`src/rtl/pwm_ctrl_pkg.sv`:
```
// Shared types, default widths and the saturating duty-step helper for the
// PWM fade sequencer.
package pwm_ctrl_pkg;

  localparam int PWM_WIDTH      = 16;
  localparam int PWM_INTERVAL_W = 8;

  typedef enum logic [1:0] {
    IDLE = 2'd0,
    PEND = 2'd1,
    UP   = 2'd2,
    DOWN = 2'd3
  } fade_state_t;

  // Next duty one step toward target, clamped so it never passes the target,
  // wraps above full scale or underflows below zero.
  function automatic logic [PWM_WIDTH-1:0] sat_step(
    input logic [PWM_WIDTH-1:0] cur,
    input logic [PWM_WIDTH-1:0] step,
    input logic [PWM_WIDTH-1:0] target,
    input logic                 down
  );
    logic [PWM_WIDTH:0]   sum;
    logic [PWM_WIDTH-1:0] diff;
    logic [PWM_WIDTH-1:0] res;
    sum  = {1'b0, cur} + {1'b0, step};
    diff = cur - step;
    if (!down) begin
      res = (sum > {1'b0, target}) ? target : sum[PWM_WIDTH-1:0];
    end else if (cur < step) begin
      res = target;
    end else begin
      res = (diff < target) ? target : diff;
    end
    return res;
  endfunction

endpackage

```
`src/rtl/pwm_period_tick.sv`:
```
// Period boundary tracker: counts clk cycles within a PWM period and flags the
// last one; period_start marks the first cycle of every new period.
module pwm_period_tick
  import pwm_ctrl_pkg::*;
#(
  parameter int WIDTH = PWM_WIDTH
) (
  input  logic             clk,
  input  logic             restart,
  input  logic [WIDTH-1:0] period,
  output logic             boundary,
  output logic             period_start
);

  logic [WIDTH-1:0] pcnt;
  logic             start_q;

  // Periods of 0 or 1 make every cycle a boundary; this also keeps period-1
  // from wrapping.
  assign boundary = (period <= WIDTH'(1)) || (pcnt == period - WIDTH'(1));

  always_ff @(posedge clk) begin
    if (restart) begin
      pcnt    <= '0;
      start_q <= 1'b0;
    end else begin
      pcnt    <= boundary ? '0 : pcnt + WIDTH'(1);
      start_q <= boundary;
    end
  end

  assign period_start = start_q & ~restart;

endmodule

```
`src/rtl/pwm_fade_ctrl.sv`:
```
// Fade sequencer: accepts ramp commands and steps the PWM duty toward a target,
// updating duty/period only on period boundaries.
module pwm_fade_ctrl
  import pwm_ctrl_pkg::*;
#(
  parameter int WIDTH          = PWM_WIDTH,
  parameter int INTERVAL_W     = PWM_INTERVAL_W,
  parameter int DEFAULT_PERIOD = 1000
) (
  input  logic                  clk,
  input  logic                  rst,
  input  logic                  cfg_valid,
  output logic                  cfg_ready,
  input  logic [WIDTH-1:0]      cfg_period,
  input  logic [WIDTH-1:0]      cfg_target,
  input  logic [WIDTH-1:0]      cfg_step,
  input  logic [INTERVAL_W-1:0] cfg_interval,
  output logic [WIDTH-1:0]      duty_cycle,
  output logic [WIDTH-1:0]      period,
  output logic                  period_start,
  output logic                  busy,
  output logic                  done,
  output fade_state_t           state
);

  // Handshake: a command transfers on any rising clk edge where cfg_valid and
  // cfg_ready are both high; cfg_ready is high only in IDLE, so commands that
  // arrive while a ramp is pending or running simply wait.

  fade_state_t           state_q, state_n;
  logic [WIDTH-1:0]      duty_q, duty_n;
  logic [WIDTH-1:0]      period_q, period_n;
  logic [WIDTH-1:0]      tgt_q, tgt_n;
  logic [WIDTH-1:0]      stp_q, stp_n;
  logic [WIDTH-1:0]      new_per_q, new_per_n;
  logic [INTERVAL_W-1:0] ivl_q, ivl_n;
  logic [INTERVAL_W-1:0] icnt_q, icnt_n;
  logic                  done_q, done_n;
  logic [WIDTH-1:0]      stepped;
  logic                  boundary;

  pwm_period_tick #(.WIDTH(WIDTH)) u_tick (
    .clk          (clk),
    .restart      (rst),
    .period       (period_q),
    .boundary     (boundary),
    .period_start (period_start)
  );

  always_ff @(posedge clk) begin
    if (rst) begin
      state_q   <= IDLE;
      duty_q    <= '0;
      period_q  <= WIDTH'(DEFAULT_PERIOD);
      tgt_q     <= '0;
      stp_q     <= '0;
      new_per_q <= '0;
      ivl_q     <= '0;
      icnt_q    <= '0;
      done_q    <= 1'b0;
    end else begin
      state_q   <= state_n;
      duty_q    <= duty_n;
      period_q  <= period_n;
      tgt_q     <= tgt_n;
      stp_q     <= stp_n;
      new_per_q <= new_per_n;
      ivl_q     <= ivl_n;
      icnt_q    <= icnt_n;
      done_q    <= done_n;
    end
  end

  always_comb begin
    state_n   = state_q;
    duty_n    = duty_q;
    period_n  = period_q;
    tgt_n     = tgt_q;
    stp_n     = stp_q;
    new_per_n = new_per_q;
    ivl_n     = ivl_q;
    icnt_n    = icnt_q;
    done_n    = 1'b0;
    stepped   = sat_step(duty_q, stp_q, tgt_q, state_q == DOWN);
    case (state_q)
      IDLE: begin
        if (cfg_valid) begin
          // Target is clamped to 100% of the new period; a zero step would stall.
          tgt_n     = (cfg_target > cfg_period) ? cfg_period : cfg_target;
          stp_n     = (cfg_step == '0) ? WIDTH'(1) : cfg_step;
          ivl_n     = cfg_interval;
          new_per_n = cfg_period;
          state_n   = PEND;
        end
      end
      PEND: begin
        if (boundary) begin
          period_n = new_per_q;
          icnt_n   = '0;
          if (tgt_q > duty_q) begin
            state_n = UP;
          end else if (tgt_q < duty_q) begin
            state_n = DOWN;
          end else begin
            state_n = IDLE;
            done_n  = 1'b1;
          end
        end
      end
      UP, DOWN: begin
        if (boundary) begin
          if (icnt_q == ivl_q) begin
            icnt_n = '0;
            duty_n = stepped;
            if (stepped == tgt_q) begin
              state_n = IDLE;
              done_n  = 1'b1;
            end
          end else begin
            icnt_n = icnt_q + INTERVAL_W'(1);
          end
        end
      end
      default: state_n = IDLE;
    endcase
  end

  assign cfg_ready  = (state_q == IDLE);
  assign busy       = (state_q != IDLE);
  assign done       = done_q & ~rst;
  assign duty_cycle = duty_q;
  assign period     = period_q;
  assign state      = state_q;

endmodule

```
`config.mk`:
```
export PLATFORM = sky130hd
export DESIGN_NAME = pwm_fade_ctrl
export DESIGN_NICKNAME = d
export VERILOG_FILES = /design/src/rtl/pwm_ctrl_pkg.sv /design/src/rtl/pwm_period_tick.sv /design/src/rtl/pwm_fade_ctrl.sv
export SDC_FILE = /design/constraint.sdc
export NUM_CORES = 1
export LEC_CHECK = 0
export CORE_ASPECT_RATIO = 0.7
export CORE_MARGIN = 2
export CORE_UTILIZATION = 34
export DETAILED_ROUTE_END_ITERATION = 8
export PLACE_DENSITY = 0.63
export REMOVE_ABC_BUFFERS = 1
export SLEW_MARGIN = 20
export SYNTH_ARGS = -nofsm -noshare
export SYNTH_HDL_FRONTEND = slang
export SYNTH_HIERARCHICAL = 1
export SYNTH_SLANG_ARGS = --single-unit
```
`constraint.sdc`:
```
create_clock -name clk -period 10.4 [get_ports clk]
set_input_delay 2.08 -clock clk [delete_from_list [all_inputs] [get_ports clk]]
set_output_delay 2.08 -clock clk [all_outputs]
set_load 0.05 [all_outputs]
```
; After elaboration in Yosys (flattened, before gate mapping)
; Cells that the tools add are included.
[totals]
input_bits = 59
ff_bits = 116
out_inout_bits = 38
[classes]
n_bitwise = 3
n_lt_le_gt_ge = 7
reduce_logical = 12
mux = 25
addsub = 5
n_eq_ne = 11
[ops]
columns = operator, n
row1 = $mux W16, 6
row2 = $lt A16 B16 Y1, 3
row3 = $eq A16 B16 Y1, 2
row4 = $gt A16 B16 Y1, 2
row5 = $mux W8, 3
row6 = $add A16 B16 Y17, 1
row7 = $gt A17 B16 Y1, 1
row8 = $add A16 B1 Y16 const B, 1
row9 = $le A16 B1 Y1 const B, 1
row10 = $logic_not A16 Y1, 1
row11 = $pmux W8 S2, 1
row12 = $sub A16 B1 Y16 const B, 1
row13 = $sub A16 B16 Y16, 1
row14 = $mux W2, 7
row15 = $add A8 B1 Y8 const B, 1
row16 = $eq A8 B8 Y1, 1
row17 = $mux W1, 6
row18 = $ne A2 B2 Y1 const B, 3
row19 = $pmux W2 S3, 1
row20 = $reduce_and A3 Y1, 2
row21 = $reduce_and A5 Y1, 1
row22 = $eq A2 B2 Y1 const B, 2
row23 = $ne A2 B1 Y1 const B, 2
row24 = $reduce_and A2 Y1, 2
row25 = 8 further kinds, 11

; Longest topological paths before layout
; Gate-level depths: netlist of the first run.
[logic_depth]
depth_word = 10
mapped_depth = 23
ltp_nobuf = 21

; Cells and area by module
; The synthesis of the first run kept the hierarchy.
[modules_own_cells]
columns = module, cells_each, n_inst, area_per_inst_um2
row1 = pwm_fade_ctrl, 1031, 1, 7932.6
row2 = pwm_period_tick, 168, 1, 1376.3

; Least setup slack after synthesis of the first run
; OpenSTA, ideal clock, no wires.
[synth_timing]
path_kind = input-to-output
start = in rst
end = out done
n_path_buf = 1
t_arrival_ns = 2.963
path_slack_ns = 5.357
path_stages = 2
required_ns = 8.320
cell_sequence = clkbuf_1 > nor2b_1
[synth_between]
elab_chain_len = 2
[synth_lines]
columns = item, line_no
row1 = "start, declared", pwm_fade_ctrl.sv:11  ; input logic rst,
row2 = $not A1 Y1, pwm_fade_ctrl.sv:130  ; assign done = done_q & ~rst;
row3 = $and A1 B1 Y1, pwm_fade_ctrl.sv:130
row4 = "end, declared", pwm_fade_ctrl.sv:22  ; output logic done,
; Every way passes these cells.

; Worst setup path after layout of the first run
[layout_timing]
start = in rst
end = out period_start
[layout_between]
elab_chain_len = 2
[layout_lines]
columns = item, line_no
row1 = $not A1 Y1, pwm_period_tick.sv:32  ; assign period_start = start_q & ~restart;
row2 = $and A1 B1 Y1, pwm_period_tick.sv:32
row3 = "end, declared", pwm_fade_ctrl.sv:20  ; output logic period_start,
; Every way passes these cells.

==> flow_summary.toml, run 1 <==
[logic_synthesis]
ys_types = 77
ys_async_sr_fraction_pct = 0
yosysWarningCount = 6
synth-seq-cells = 116
synth_edf_count = 0
synth_cells = 1199
synthFlopType = "dfxtp_1"
yosysSeqAreaShare_pct = 24.9
syn_area_um2 = 9310
avgSynthCellArea_um2 = 7.76

[clock_tree]
cts.path.max_buffers = 2
insertion_delay_ns = 0.43
cts_tree = "done"
cts_made_buffers = 17
path_clk_slew_ns = 0.06
root_buffer = "clkbuf_16"
h-tree-depth = 4
postCtsSetupRepairBufs = 0
postCtsHoldBufs = 0
clock_sinks = 116
cts_resized = 0

[power]
p_seq_share_pct = 32.6
power_switching_mw = 0.469
cellPowerDensity_nw_per_um2 = 132
p_int_mw = 1.00
clockPowerShare_pct = 42.5
p_comb_share_pct = 24.9
p_leak_nw = 4.60
ir_drop_mv = 0.124
swShare_pct = 31.8

[floorplanning]
core_area_um2 = 26800
fp.dieW_um = 202
io_pins = 97
initial_core_util_pct = 34.7
rows = 50
die_area_um2 = 28700
die_y_um = 142

[critical_path]
rr_endpoint = "duty_cycle[11]"
startpoint_type = "primary input"
cp_max_fo = 71
critPathMaxStageDelay_ns = 0.73
slowest_stage = "clkdlybuf4s50_1"
crit_buf_inv = 3
cp-endpoint = "period_start"
crit_start = "rst"
cp_cell_sequence = "buf_4 -> buf_4 -> nor2b_1 -> clkdlybuf4s50_1"
cp.arrival_ns = 3.95
cp.depth = 4
reg2regPathDepth = 20
cp_top_family = "buffers and inverters"
cpMostUsedCell = "buf_4"
r2r-start = "stp_q[5]"
critPathCaptureType = "primary output"
crit_type = "primary input to primary output"
r2r_setup_slack_ns = 4.68
required_ns = 8.32

[grt]
top_usage_layer = "met1"
grt_pass1_wl_um = 46600
grt_max_degree = 72
grt_usage_pct = 20.8
antenna_found_initial = 0
gr-usage-met2_pct = 27.6
use_met3_pct = 4.74
grt_overflow = 0
grt_pass1_vias = 8213
use_met1_pct = 32.6

[place]
hpwl_um = 22900
port_buffers = 96
dp_slack_ns = 4.35
placed_cell_area_um2 = 10600
placedCellCount = 1610
gp_congestion = 0.939

[timing]
fin_crit_ns = 6.03
final.setup.tns_ns = 0
max_freq_ghz = 0.166
tightest_slew_ns = 0.896
drv_slew = 0
fin_crit_sh_pct = 58.0
finalHoldViolations = 0
max-slew-margin-rel_pct = 38.7
final.setup.worst_slack_ns = 4.37
setup_violations = 0
skew_ns = 0.00834
rsz0062_at_grt = "false"

[routing]
drtIter0Drc = 823
vias_per_cell = 5.45
drt-total-wl_um = 29600
antenna_left = 0
drcViolationCount = 0
wl_per_cell_um = 18.0
drtPass1Iterations = 5
vias = 8943

[final_layout]
area_growth_pct = 20.2
antenna_cells = 0
drive_gt1_share_pct = 5.16
final_common_cell = "nand2_1"
fin_nets = 1425
layout_common_cells = "168 x nand2_1, 116 x dfxtp_1, 109 x a21oi_1, 99 x ha_1, 98 x inv_1"
stdcell_count = 1642
stdcell_area_um2 = 11200
fillers = 2698

[min_path]
hold_class = "register to register"

[flow_run]
drv_cap = 0

[outcome]
status = "finished clean"
-- cell families after synthesis --
logic type,after synthesis,share of synthesized area (%)
flip-flops,116,24.9
buffers and inverters,153,6.30
XOR/XNOR,85,8.88
adder cells (fa/ha/maj),101,13.7
AND/OR/NAND/NOR,436,23.3
multiplexers,21,2.30
AO/OA/AOI/OAI,287,20.5
-- stage by stage --
stage	total power, mW	hold WS [ns]	util (%)
after floorplan	0.724	0.426	-
after global placement	0.841	0.439	39.3
after detailed placement	0.845	0.444	39.3
after CTS	1.48	0.448	41.7
after global routing	1.54	0.470	41.7
final	1.47	0.445	41.7
-- metal layers --
layer | wire length, µm | up-vias
li1 | - | 4385
met1 | 15600 | 4196
met2 | 11200 | 327
met3 | 2400 | 35
met4 | 413 | 0
met5 | 0 | -
-- worst min path at each step --
stage | endpoint | startpoint | cells past startpoint | slack [ns]
floorplan | period[0] | new_per_q[0] | 2 | 0.43
finish | period[0] | new_per_q[0] | 2 | 0.45
detailed placement | period[0] | new_per_q[0] | 2 | 0.44
global placement | period[4] | new_per_q[4] | 2 | 0.44
CTS | period[0] | new_per_q[0] | 2 | 0.45
global route | new_per_q[6] | new_per_q[6] | 2 | 0.47
-- cell type report --
type / instances / area [µm²] / area share (%)
clock buffer: 19 / 453 / 4.05
clock inverter: 13 / 170 / 1.52
inverter: 98 / 368 / 3.29
multi-input combinational: 930 / 6410 / 57.3
sequential: 116 / 2320 / 20.8
tap: 364 / 455 / 4.07
timing repair buffer: 102 / 1000 / 8.97
-- synthesized netlist by cell type, types with 8 or more instances --
library cell | count | area (µm²)
or3_1 | 10 | 62.6
o211ai_1 | 17 | 128
xnor2_1 | 50 | 438
nand2_1 | 168 | 631
nor2b_1 | 16 | 100
nor4_1 | 13 | 81.3
a21o_1 | 13 | 97.6
a21oi_1 | 109 | 546
dfxtp_1 | 116 | 2320
nand2b_1 | 17 | 106
mux2i_1 | 18 | 180
nor3_1 | 16 | 80.1
a211oi_1 | 30 | 225
a31oi_1 | 8 | 50.1
ha_1 | 99 | 1240
nand4_1 | 17 | 106
and3_1 | 25 | 156
nand3_1 | 27 | 135
and2_1 | 9 | 56.3
inv_1 | 98 | 368
xor2_1 | 29 | 254
o21ai_0 | 28 | 140
nor2_1 | 74 | 278
o2111ai_1 | 8 | 70.1
nand3b_1 | 9 | 67.6
buf_2 | 10 | 50.1
clkbuf_1 | 44 | 165
-- power groups by stage --
stage	logic [mW]	clock network (mW)	registers [mW]
after global placement	0.351	0	0.489
after global routing	0.405	0.655	0.482
final	0.367	0.626	0.480
after floorplan	0.241	0	0.483
after detailed placement	0.355	0	0.490
after CTS	0.358	0.638	0.480
-- worst min-delay path: cells and delay by family (launching register included) --
family,cells,cell delay (ns)
flip-flops,1,0.30
AND/OR/NAND/NOR,1,0.05
AO/OA/AOI/OAI,1,0.05
-- flip-flops by register name (all words and copies together) (netlist names) --
name	cells
done_q	1
duty_cycle	16
icnt_q	8
ivl_q	8
new_per_q	16
period	16
state	2
stp_q	16
tgt_q	16
u_tick/pcnt	16
u_tick/start_q	1
(Power assumes the default switching activity.)
==> run 2: changes to the inputs <==
clock period = 5.6 ns   (was 10.4 ns; I/O delays follow)
==> flow_summary.toml, run 2 (same netlist as run 1, synthesis figures left out) <==
[grt]
antenna_found_initial = 1
grt_pass1_wl_um = 48000
grt_overflow = 0
grt_max_degree = 65
grt_usage_pct = 21.4
grt_pass1_vias = 8304

[critical_path]
cp_max_fo = 11
reg2regPathDepth = 21
critPathCaptureType = "register"
startpoint_type = "register"
required_ns = 5.95
crit_type = "register to register"
rr_endpoint = "done_q"
critPathMaxStageDelay_ns = 0.44
r2r-start = "stp_q[6]"
cp-endpoint = "done_q"
crit_start = "stp_q[6]"
cp_cell_sequence = "inv_1 -> ha_1 -> nor2b_1 -> or3_1 -> a211oi_1 -> o21ai_1 -> and2_1 -> xnor2_1 -> inv_1 -> ha_1 -> nand3_1 -> nor3_1 -> nand2_1 -> a31o_2 -> o211ai_1 -> nand2_2 -> nor3b_1 -> nor4_1 -> nand4_1 -> mux2_2 -> nor3_2"
slowest_stage = "ha_1"
cp.arrival_ns = 5.53
r2r_setup_slack_ns = 0.42

[power]
clockPowerShare_pct = 39.6
p_comb_share_pct = 26.7
cellPowerDensity_nw_per_um2 = 236
p_leak_nw = 4.63
swShare_pct = 32.0
power_switching_mw = 0.845
ir_drop_mv = 0.230
p_seq_share_pct = 33.7
p_int_mw = 1.80

[timing]
drv_slew = 0
final.setup.worst_slack_ns = 0.419
rsz0062_at_grt = "false"
final.setup.tns_ns = 0
max-slew-margin-rel_pct = 23.2
fin_crit_ns = 5.18
skew_ns = 0.00729
finalHoldViolations = 0
finalHoldWorstSlack_ns = 0.452
setup_violations = 0
max_freq_ghz = 0.193
tightest_slew_ns = 1.14
fin_crit_sh_pct = 92.5

[floorplanning]
die_area_um2 = 28700
io_pins = 97
die_y_um = 142
initial_core_util_pct = 34.7
fp.dieW_um = 202
rows = 50
core_area_um2 = 26800

[final_layout]
fin_nets = 1433
antenna_cells = 0
layout_common_cells = "166 x nand2_1, 116 x dfxtp_1, 107 x a21oi_1, 99 x ha_1, 98 x inv_1"
drive_gt1_share_pct = 5.91
area_growth_pct = 20.4
fillers = 2764
final_common_cell = "nand2_1"

[place]
dp_slack_ns = 0.257
port_buffers = 96
hpwl_um = 24000
gp_congestion = 0.951

[clock_tree]
path_clk_slew_ns = 0.06
cts_tree = "done"
cts_made_buffers = 17
postCtsSetupRepairBufs = 0
root_buffer = "clkbuf_16"
h-tree-depth = 4
cts.path.max_buffers = 2
clock_sinks = 116
insertion_delay_ns = 0.43

[outcome]
status = "finished clean"

[routing]
antenna_left = 0
drcViolationCount = 0
wl_per_cell_um = 18.4
drtIter0Drc = 814
drtPass1Iterations = 5
vias = 8922
vias_per_cell = 5.41
drt-total-wl_um = 30300

[flow_run]
drv_cap = 0

[min_path]
hold_class = "register to register"
==> run 2: stage by stage <==
step	total power [mW]	instance area (µm²)	instances	utilization [%]
after floorplan	1.35	9090	1144	-
after global placement	1.58	10600	1618	39.6
after detailed placement	1.58	10600	1618	39.6
after CTS	2.64	11200	1649	41.6
after global routing	2.78	11200	1649	41.8
final	2.64	11200	1649	41.8
==> run 2: cell type report <==
| type | instances | area (µm²) | share of cell area, % |
|---|---|---|---|
| tap | 364 | 455 | 4.06 |
| timing repair buffer | 110 | 1060 | 9.49 |
| multi-input combinational | 930 | 6450 | 57.5 |
| sequential | 116 | 2320 | 20.7 |
| clock inverter | 10 | 110 | 0.982 |
| clock buffer | 21 | 440 | 3.93 |
| inverter | 98 | 368 | 3.28 |
==> run 2: power by group through the flow <==
stage	Sequential [mW]	Clock [mW]	Combinational [mW]
6_report	0.892	1.05	0.705
5_1_grt	0.895	1.11	0.776
4_1_cts	0.891	1.07	0.680
3_5_place_dp	0.909	0	0.674
3_3_place_gp	0.909	0	0.670
2_1_floorplan	0.897	0	0.448
==> run 2: what timing repair did <==
action,CTS,global route
resized for setup,0,11
setup endpoints to repair,0,5
hold buffers,0,0
==> run 2: worst min path at each step <==
stage                        startpoint          to  cells past startpoint
final                     new_per_q[14]  period[14]                      2
after global routing       new_per_q[2]   period[2]                      2
after CTS                  new_per_q[2]   period[2]                      2
after detailed placement   new_per_q[2]   period[2]                      2
after global placement     new_per_q[0]   period[0]                      2
after floorplan            new_per_q[0]   period[0]                      2
==> run 2: critical path, delay by kind of cell (launching register included) <==
kind	cells	cell delay (ns)
simple gates	11	2.15
compound gates	4	1.03
fa+ha+maj	2	0.76
flops	1	0.36
xor+xnor	1	0.32
mux	1	0.32
buf+inv	2	0.14
==> run 2: layer usage <==
layer	part of all wire (%)	wire length, µm	track usage (%)
met1	53	16100	33.1
met3	7.7	2350	5.82
met4	1.3	388	4.53
met2	38	11500	28.6
met5	0.053	16	0
==> run 3: changes to the inputs <==
CORE_UTILIZATION = 58   (was 34)
PLACE_DENSITY = 0.92   (was 0.63)
==> flow_summary.toml, run 3 (same netlist as run 1, synthesis figures left out) <==
[clock_tree]
cts_made_buffers = 17
cts_tree = "done"
root_buffer = "clkbuf_16"
path_clk_slew_ns = 0.07
h-tree-depth = 4
clock_sinks = 116
postCtsHoldBufs = 0
cts.path.max_buffers = 2
insertion_delay_ns = 0.43

[timing]
finalHoldViolations = 0
final.setup.worst_slack_ns = 0.322
skew_ns = 0.0153
fin_crit_sh_pct = 94.3
tightest_slew_ns = 1.06
drv_slew = 0
finalHoldWorstSlack_ns = 0.452
max-slew-margin-rel_pct = 29.0
setup_violations = 0
final.setup.tns_ns = 0
fin_crit_ns = 5.28
max_freq_ghz = 0.189

[power]
ir_drop_mv = 0.246
cellPowerDensity_nw_per_um2 = 244
p_int_mw = 1.74
finalPower_mw = 2.69
p_comb_share_pct = 26.6
clockPowerShare_pct = 40.3
swShare_pct = 35.3
power_switching_mw = 0.952
p_leak_nw = 4.63
p_seq_share_pct = 33.1

[grt]
grt_max_degree = 71
antenna_found_initial = 1
grt_overflow = 0
grt_pass1_wl_um = 47700
grt_pass1_vias = 8717
grt_usage_pct = 35.9

[critical_path]
critPathMaxStageDelay_ns = 0.54
startpoint_type = "register"
required_ns = 5.95
rr_endpoint = "done_q"
r2r-start = "stp_q[7]"
cp.arrival_ns = 5.63
crit_buf_inv = 1
crit_type = "register to register"
critPathCaptureType = "register"
reg2regPathDepth = 19
cp_top_family = "simple AND/OR/NAND/NOR gates"
cp_max_fo = 17
r2r_setup_slack_ns = 0.32
cp_cell_sequence = "inv_1 -> ha_1 -> nor2b_1 -> or4_4 -> o2111a_2 -> o211ai_2 -> or3b_4 -> ha_1 -> nand3_1 -> nor3_1 -> a41o_1 -> a31o_2 -> o211a_1 -> a22oi_1 -> and3_1 -> a211oi_1 -> nand4_1 -> mux2_2 -> nor3_2"
cpMostUsedCell = "ha_1"
slowest_stage = "ha_1"

[place]
gp_congestion = 0.997
dp_slack_ns = 0.327
hpwl_um = 22700
placed_cell_area_um2 = 10400
port_buffers = 96
placedCellCount = 1451

[final_layout]
stdcell_count = 1483
stdcell_area_um2 = 11000
area_growth_pct = 18.4
antenna_cells = 0
final_common_cell = "nand2_1"
post-route-util_pct = 70.7
fin_nets = 1430
drive_gt1_share_pct = 5.92
layout_common_cells = "168 x nand2_1, 116 x dfxtp_1, 107 x a21oi_1, 98 x inv_1, 98 x ha_1"

[min_path]
min_delay_path_depth = 2
hold_class = "register to register"
worstHoldEndpoint = "period[1]"
hp-start = "new_per_q[1]"

[floorplanning]
rows = 38
die_y_um = 110
die_area_um2 = 17100
io_pins = 97
initial_core_util_pct = 59.7
core_area_um2 = 15600
fp.dieW_um = 155

[routing]
vias = 9512
drtPass1Iterations = 6
drt-total-wl_um = 30300
antenna_left = 0
drcViolationCount = 0
wl_per_cell_um = 20.4
drtIter0Drc = 1207
vias_per_cell = 6.41

[outcome]
status = "finished clean"

[flow_run]
drv_cap = 0
## run 3: how the worst max path moves through the flow
stage / start / endpoint / cells after the start
2_1_floorplan: duty_cycle[5] / done_q / 18
3_3_place_gp: stp_q[9] / done_q / 22
3_5_place_dp: stp_q[6] / done_q / 21
4_1_cts: stp_q[6] / done_q / 21
5_1_grt: stp_q[7] / done_q / 19
6_report: stp_q[7] / done_q / 19
## run 3: timing repair
item                                    CTS  global route
endpoints found under the setup margin    0             8
resized for setup                         0             8
setup buffers                             0             0
endpoints found under the hold margin     0             0
## run 3: area by class of cell
cell class	count	area, µm²
multi-input combinational	930	6450
fill	1245	4580
sequential	116	2320
timing repair buffer	107	1040
clock buffer	17	425
inverter	98	368
tap	200	250
clock inverter	15	160
## run 3: power by group through the flow
| stage | sequential [mW] | clock [mW] | combinational, mW |
|---|---|---|---|
| 3_3_place_gp | 0.907 | 0 | 0.659 |
| 5_1_grt | 0.895 | 1.13 | 0.773 |
| 6_report | 0.893 | 1.09 | 0.716 |
| 4_1_cts | 0.891 | 1.09 | 0.683 |
| 2_1_floorplan | 0.897 | 0 | 0.448 |
| 3_5_place_dp | 0.909 | 0 | 0.668 |
## run 3: worst register-to-register path, cell delays in order (launching register included)
cell and delay [ns]:
dfxtp_1 0.36, inv_1 0.05, ha_1 0.54, nor2b_1 0.16, or4_4 0.45, o2111a_2 0.30
o211ai_2 0.16, or3b_4 0.41, ha_1 0.30, nand3_1 0.12, nor3_1 0.29, a41o_1 0.20
a31o_2 0.11, o211a_1 0.53, a22oi_1 0.22, and3_1 0.23, a211oi_1 0.16, nand4_1 0.19
mux2_2 0.31, nor3_2 0.09
## run 3: routing by layer
metal	routed length (µm)	vias to the layer above	global-route usage (%)
li1	-	4410	-
met1	13900	4417	52.5
met2	12100	599	51.5
met3	3560	84	9.15
met4	770	2	11.2
met5	12	-	0
